<file path="src/rtl/rv32_mem_pkg.sv">
// Shared definitions for the RV32I memory-access stage: func3 encodings,
// FSM states, access-size decode helpers and the default timeout.
package rv32_mem_pkg;

  localparam logic [2:0] F3_LB  = 3'b000;
  localparam logic [2:0] F3_LH  = 3'b001;
  localparam logic [2:0] F3_LW  = 3'b010;
  localparam logic [2:0] F3_LBU = 3'b100;
  localparam logic [2:0] F3_LHU = 3'b101;
  localparam logic [2:0] F3_SB  = 3'b000;
  localparam logic [2:0] F3_SH  = 3'b001;
  localparam logic [2:0] F3_SW  = 3'b010;

  localparam int unsigned TIMEOUT_CYC_DEF = 255;

  typedef enum logic {IDLE, WAIT} state_t;
  typedef enum logic [1:0] {SZ_B, SZ_H, SZ_W} size_t;

  // Unlisted load encodings behave as LW.
  function automatic size_t load_size(input logic [2:0] f3);
    case (f3)
      F3_LB, F3_LBU: return SZ_B;
      F3_LH, F3_LHU: return SZ_H;
      F3_LW:         return SZ_W;
      default:       return SZ_W;
    endcase
  endfunction

  function automatic size_t store_size(input logic [2:0] f3);
    case (f3)
      F3_SB:   return SZ_B;
      F3_SH:   return SZ_H;
      F3_SW:   return SZ_W;
      default: return SZ_W;
    endcase
  endfunction

  function automatic logic misaligned(input size_t sz, input logic [1:0] a);
    case (sz)
      SZ_H:    return a[0];
      SZ_W:    return |a;
      default: return 1'b0;
    endcase
  endfunction

endpackage

</file>
<file path="src/rtl/lsu_lane_align.sv">
// Byte-lane steering: store byte enables / replicated write data, and
// extraction plus sign/zero extension of load data from the read word.
module lsu_lane_align
  import rv32_mem_pkg::*;
(
  input  logic [2:0]  func3,
  input  logic [1:0]  addr_lo,
  input  logic [31:0] store_data,
  input  logic [31:0] rdata,
  output logic [3:0]  be,
  output logic [31:0] wdata,
  output logic [31:0] load_data
);

  logic [7:0]  ld_byte;
  logic [15:0] ld_half;

  always_comb begin
    // NOTE: defaults first so no path leaves an output unassigned (no latch).
    be    = 4'b1111;
    wdata = store_data;
    case (store_size(func3))
      SZ_B: begin
        be    = 4'b0001 << addr_lo;
        wdata = {4{store_data[7:0]}};
      end
      SZ_H: begin
        be    = addr_lo[1] ? 4'b1100 : 4'b0011;
        wdata = {2{store_data[15:0]}};
      end
      default: ;
    endcase
  end

  // func3[2] set selects the unsigned (zero-extending) load variants.
  always_comb begin
    ld_byte   = 8'(rdata >> {addr_lo, 3'b000});
    ld_half   = addr_lo[1] ? rdata[31:16] : rdata[15:0];
    load_data = rdata;
    case (load_size(func3))
      SZ_B:    load_data = func3[2] ? {24'b0, ld_byte} : {{24{ld_byte[7]}}, ld_byte};
      SZ_H:    load_data = func3[2] ? {16'b0, ld_half} : {{16{ld_half[15]}}, ld_half};
      default: ;
    endcase
  end

endmodule

</file>
<file path="src/rtl/mem_access_stage.sv">
// RV32I memory stage: req/ack data-memory transaction with timeout and
// writeback bundle. Optional misaligned-access trap: define MISALIGN_TRAP_EN.
module mem_access_stage
  import rv32_mem_pkg::*;
#(
  parameter int unsigned TIMEOUT_CYC = TIMEOUT_CYC_DEF
) (
  input  logic        clk,
  input  logic        rst_n,
  input  logic        ex_valid,
  input  logic [31:0] alu_result,
  input  logic [31:0] store_data,
  input  logic [4:0]  rd_in,
  input  logic [2:0]  func3,
  input  logic        mem_enable,
  input  logic        mem_read,
  input  logic        mem_write,
  input  logic        wb_enable,
  input  logic        ld,
  output logic        stall_out,
  output logic        dmem_req,
  output logic        dmem_we,
  output logic [31:0] dmem_addr,
  output logic [31:0] dmem_wdata,
  output logic [3:0]  dmem_be,
  input  logic        dmem_ack,
  input  logic [31:0] dmem_rdata,
  output logic        wb_valid,
  output logic [4:0]  wb_rd,
  output logic [31:0] wb_data,
  output logic        wb_enable_out,
  output logic        ld_wb,
  output logic        bus_err,
  output logic        misalign
);

  localparam logic [7:0] TIMEOUT_CNT = 8'(TIMEOUT_CYC);

  state_t      state_q, state_d;
  logic [7:0]  cnt_q;
  logic [31:0] addr_q, sdata_q;
  logic [2:0]  f3_q;
  logic [4:0]  rd_q;
  logic        we_q, wb_en_q, ld_q;

  logic        is_mem, trap, accept, start_mem, timed_out, acked;
  logic [3:0]  lane_be;
  logic [31:0] lane_wdata, lane_load;

  assign is_mem = mem_enable && (mem_read || mem_write);

`ifdef MISALIGN_TRAP_EN
  assign trap = is_mem && misaligned(mem_write ? store_size(func3) : load_size(func3),
                                     alu_result[1:0]);
`else
  assign trap = 1'b0;
`endif

  assign accept    = (state_q == IDLE) && ex_valid;
  assign start_mem = accept && is_mem && !trap;
  assign timed_out = (state_q == WAIT) && (cnt_q == TIMEOUT_CNT);
  assign acked     = (state_q == WAIT) && !timed_out && dmem_ack;

  always_comb begin
    state_d = state_q;
    case (state_q)
      IDLE:    if (start_mem) state_d = WAIT;
      WAIT:    if (acked || timed_out) state_d = IDLE;
      default: state_d = IDLE;
    endcase
  end

  lsu_lane_align u_align (
    .func3      (f3_q),
    .addr_lo    (addr_q[1:0]),
    .store_data (sdata_q),
    .rdata      (dmem_rdata),
    .be         (lane_be),
    .wdata      (lane_wdata),
    .load_data  (lane_load)
  );

  // Request side is decoded from state so reset drops it without waiting for a clock.
  assign stall_out  = (state_q == WAIT);
  assign dmem_req   = (state_q == WAIT) && !timed_out;
  assign bus_err    = timed_out;
  assign dmem_we    = dmem_req && we_q;
  assign dmem_addr  = dmem_req ? {addr_q[31:2], 2'b00} : 32'b0;
  assign dmem_be    = dmem_req ? (we_q ? lane_be : 4'b1111) : 4'b0;
  assign dmem_wdata = dmem_we ? lane_wdata : 32'b0;

  always_ff @(posedge clk or negedge rst_n) begin
    if (!rst_n) begin
      state_q       <= IDLE;
      cnt_q         <= '0;
      addr_q        <= '0;
      sdata_q       <= '0;
      f3_q          <= '0;
      rd_q          <= '0;
      we_q          <= 1'b0;
      wb_en_q       <= 1'b0;
      ld_q          <= 1'b0;
      wb_valid      <= 1'b0;
      wb_rd         <= '0;
      wb_data       <= '0;
      wb_enable_out <= 1'b0;
      ld_wb         <= 1'b0;
      misalign      <= 1'b0;
    end else begin
      // NOTE: non-blocking assignments so every register samples pre-edge values.
      state_q  <= state_d;
      wb_valid <= 1'b0;
      misalign <= 1'b0;
      if (start_mem) begin
        cnt_q   <= '0;
        addr_q  <= alu_result;
        sdata_q <= store_data;
        f3_q    <= func3;
        rd_q    <= rd_in;
        we_q    <= mem_write;
        wb_en_q <= wb_enable && !mem_write;
        ld_q    <= ld;
      end else if (accept) begin
        wb_valid      <= 1'b1;
        wb_rd         <= rd_in;
        wb_data       <= alu_result;
        wb_enable_out <= wb_enable && !trap;
        ld_wb         <= ld;
        misalign      <= trap;
      end else if (acked || timed_out) begin
        wb_valid      <= 1'b1;
        wb_rd         <= rd_q;
        wb_data       <= (we_q || timed_out) ? addr_q : lane_load;
        wb_enable_out <= wb_en_q && acked;
        ld_wb         <= ld_q;
      end else if (state_q == WAIT) begin
        cnt_q <= cnt_q + 8'd1;
      end
    end
  end

endmodule

</file>
<file path="config.mk">
export PLATFORM = sky130hd
export DESIGN_NAME = mem_access_stage
export DESIGN_NICKNAME = d
export VERILOG_FILES = /design/src/rtl/rv32_mem_pkg.sv /design/src/rtl/lsu_lane_align.sv /design/src/rtl/mem_access_stage.sv
export SDC_FILE = /design/constraint.sdc
export NUM_CORES = 1
export LEC_CHECK = 0
export ABC_AREA = 1
export CORE_MARGIN = 2
export CORE_UTILIZATION = 40
export CTS_CLUSTER_SIZE = 25
export DETAILED_ROUTE_END_ITERATION = 10
export GPL_ROUTABILITY_DRIVEN = 0
export GPL_TIMING_DRIVEN = 0
export PLACE_DENSITY = 0.72
export SLEW_MARGIN = 0
export SYNTH_ARGS = -nofsm -noshare
export SYNTH_HDL_FRONTEND = slang
export SYNTH_SLANG_ARGS = --single-unit
</file>
<file path="constraint.sdc">
create_clock -name clk -period 2.7 [get_ports clk]
set_input_delay 0.81 -clock clk [delete_from_list [all_inputs] [get_ports clk]]
set_output_delay 0.81 -clock clk [all_outputs]
set_load 0.05 [all_outputs]
</file>
==> summary.md <==
| Metric | Value |
|---|---|
| Min setup slack post-route | `-0.1921 ns` |
| Core area | `0.01664 sq mm` |
| Post-Route WL | `25710 um` |
| PortBufs | `222` |
| Setup Crit Path Kind | `register to output port` |
| CP Launch Type | `register` |
| Share of layout cells above drive strength 1 | `0.1913` |
| Worst clock skew | `0.009067 ns` |
| Top FF cell, synth | `dfrtp_1` |
| Clock buffer depth | `2` |
| Met2 WL | `11890 um` |
| Fin. max-slew vios | `0` |
| Chip Width | `134.8 um` |
| Unique masters post-synth | `29` |
| Switch Pwr | `0.003900 W` |
| Initial antenna violation count | `0` |
| Sequential power share | `0.289` |
| Die height | `134.8 um` |
| Die area | `0.01817 sq mm` |
| Vias in the first global route | `7431` |
| Cells after Synth | `1009` |
| Min-Delay Path Class | `primary input to async pin` |
| Synth async-reset ratio | `1.000` |
| Num rows | `47` |
| Top sig layer | `met4` |
| Post-DP HPWL | `18210 um` |
| Iter 0 DRT Violations | `868` |
| Clock network power share | `0.259` |
| WL/cell | `17.06 um` |
| First-pass GRT wire length | `39300 um` |
| Fin nets | `1387` |
| Critical Path Sink Type | `output port` |
| Yosys top cell by area | `dfrtp_1` |
| Peak supply drop | `0.5144 mV` |
| Sink Count | `124` |
| Register area share after synthesis | `0.4535` |
| DR vias | `7674` |
| Slew margin rel. | `0.5429` |
| Switching Share | `0.4353` |
| Antenna Nets Post-Route | `0` |
| Endpoints failing setup | `64` |
| P_int | `0.005060 W` |
| Inserted Clock Buffers | `17` |
| WHS | `0.3420 ns` |
| Unrepaired setup endpoints after global routing | `true` |
| Yosys top cell area share | `0.4535` |
| Grt ovf | `0` |
| Worst Path Required | `1.89 ns` |
| Post-Syn Area | `0.006842 sq mm` |
| Clock slew at reported path FFs | `0.06 ns` |
| Final min period | `2.892 ns` |
| H-tree levels | `4` |
| Most frequent cell after synthesis | `nand2_1` |
| Largest net degree at the start of global routing | `67` |
| Max Clk Rate | `0.3458 GHz` |
| Failing checks | `negative setup slack` |
| CTS root buf | `clkbuf_16` |
| Wl on met1 | `10780 um` |
| TNS Setup | `-7.793 ns` |
| Hold Vio Cnt, Final | `0` |
| Final Cell Area | `0.01110 sq mm` |
| Pleak | `5.300 nW` |
| Placed inst area | `0.009632 sq mm` |
| IO Pins | `226` |
| Clock Latency Late Sink | `0.43 ns` |
| CP Data Arrival Time | `2.08 ns` |
| Worst-path maximum fanout | `8` |
| Avg Vias per Cell | `5.092` |
| Post-route DRC | `0` |
| Worst Tran Pin Value | `0.6856 ns` |
| Met3 WL post-DR | `2403 um` |
| Number of synthesized flops with an enable pin | `0` |
| Final core area utilization | `0.6668` |
| Dominant cells by area after synthesis | `dfrtp_1 45%, nand2_1 20%, nor2_1 6.4%` |
| Most instantiated cells after synthesis | `365 x nand2_1, 124 x dfrtp_1, 117 x nor2_1, 108 x inv_1, 81 x o21ai_0` |
| CTS tree | `done` |
| Logic pwr share | `0.451` |
| Outcome | `finished with violations` |
| Yosys warning count | `0` |
| Period utilization | `1.071` |
| Max-cap viol count | `0` |
| Syn avg cell area | `6.781 sq um` |
| Synthesized flop and latch total | `124` |
| First-pass DRT Iterations | `6` |
| Starting Density | `0.4111` |
| Synth-to-layout area growth | `62.20%` |
| GR Util All Layers | `0.2819` |
| Pwr dens | `807.5 mW/mm^2` |
==> layer usage <==
metal,up-vias,global-route usage
met2,386,0.4456
met3,46,0.06569
met5,-,0
li1,3669,-
met1,3573,0.3876
met4,0,0.08363
==> final cells by class <==
class / count / area (sq um)
Fill cell: 1361 / 5545
Sequential cell: 124 / 3104
Antenna cell: 1 / 2.502
Buffer: 56 / 352.8
Clock buffer: 17 / 425.4
Clock inverter: 15 / 165.2
Inverter: 112 / 436.7
Timing Repair Buffer: 244 / 2674
Multi-Input combinational cell: 718 / 3661
Tap cell: 220 / 275.3
==> state kept, by name, indices dropped and copies added (netlist names), 3 cells and up <==
signal   count
wb_data     32
wb_rd        5
sdata_q     32
addr_q      32
cnt_q        8
rd_q         5
f3_q         3
==> power groups by stage <==
stage,Clock [W],Sequential (W),Combinational (W)
final,0.00232,0.00259,0.00404
after global routing,0.00243,0.00264,0.00431
after CTS,0.00234,0.00258,0.00386
after floorplan,0,0.00316,0.00177
after detailed placement,0,0.00259,0.00359
after global placement,0,0.00258,0.00356
==> worst paths after layout <==
path / startpoint / to / slack (ns) / cells after the start
max: cnt_q[0] / dmem_wdata[19] / -0.19 / 11
min: rst_n / sdata_q[23] / 0.34 / 1
max reg2reg: cnt_q[0] / wb_data[4] / 0.31 / 13
min reg2reg: sdata_q[23] / sdata_q[23] / 0.48 / 2
max in group asynchronous: rst_n / stall_out / 1.62 / 2
min in group clk: sdata_q[23] / sdata_q[23] / 0.48 / 2
==> critical path, cell delays in order, from the launching register on <==
cell,delay (ns)
dfrtp_1,0.41
ha_2,0.19
inv_2,0.07
nor2_4,0.04
nand2_2,0.08
nand2_4,0.07
nor2_4,0.17
buf_12,0.16
inv_12,0.05
buf_16,0.14
nor2_4,0.11
buf_8,0.15
==> layout by cell type (no fill, tap or decap), drive strengths merged <==
cell type,n
a21oi,51
a22o,1
a31oi,1
buf,119
bufinv,2
clkbuf,45
clkdlybuf4s15,1
clkdlybuf4s50,152
clkinv,6
clkinvlp,5
conb,3
dfrtp,124
diode,1
ha,1
inv,114
nand2,366
nand3,75
nand3b,2
nand4,2
nor2,121
o211ai,1
o21ai,81
o21bai,2
o22ai,8
or2,1
xor2,2
==> what timing repair did <==
action                     4_1_cts  5_1_grt
hold buffers                     0        0
buffers inserted                14        5
setup endpoints to repair       69       68
cloned                           2        2
gates resized for setup        539       81
pin swaps                       17       10
==> stage by stage <==
step	power [W]	worst slack, ns	std cells
after floorplan	0.004936	0.009316	1011
after global placement	0.006140	-4.631	1453
after detailed placement	0.006180	-0.7704	1454
after CTS	0.008776	-0.2322	1501
after global routing	0.009378	-0.3052	1506
final	0.008961	-0.1921	1507
==> kinds of logic after synthesis <==
logic type                 Yosys count  synth area share
AOI/OAI and AO/OA                  145            0.1094
xor gates and xnor gates             2          0.002561
adders and majority gates            1          0.001829
buffers and inverters              169            0.1019
DFF                                124            0.4535
other                                1         0.0005481
and+or+nand+nor                    567            0.3303
(Power assumes the default switching activity.)
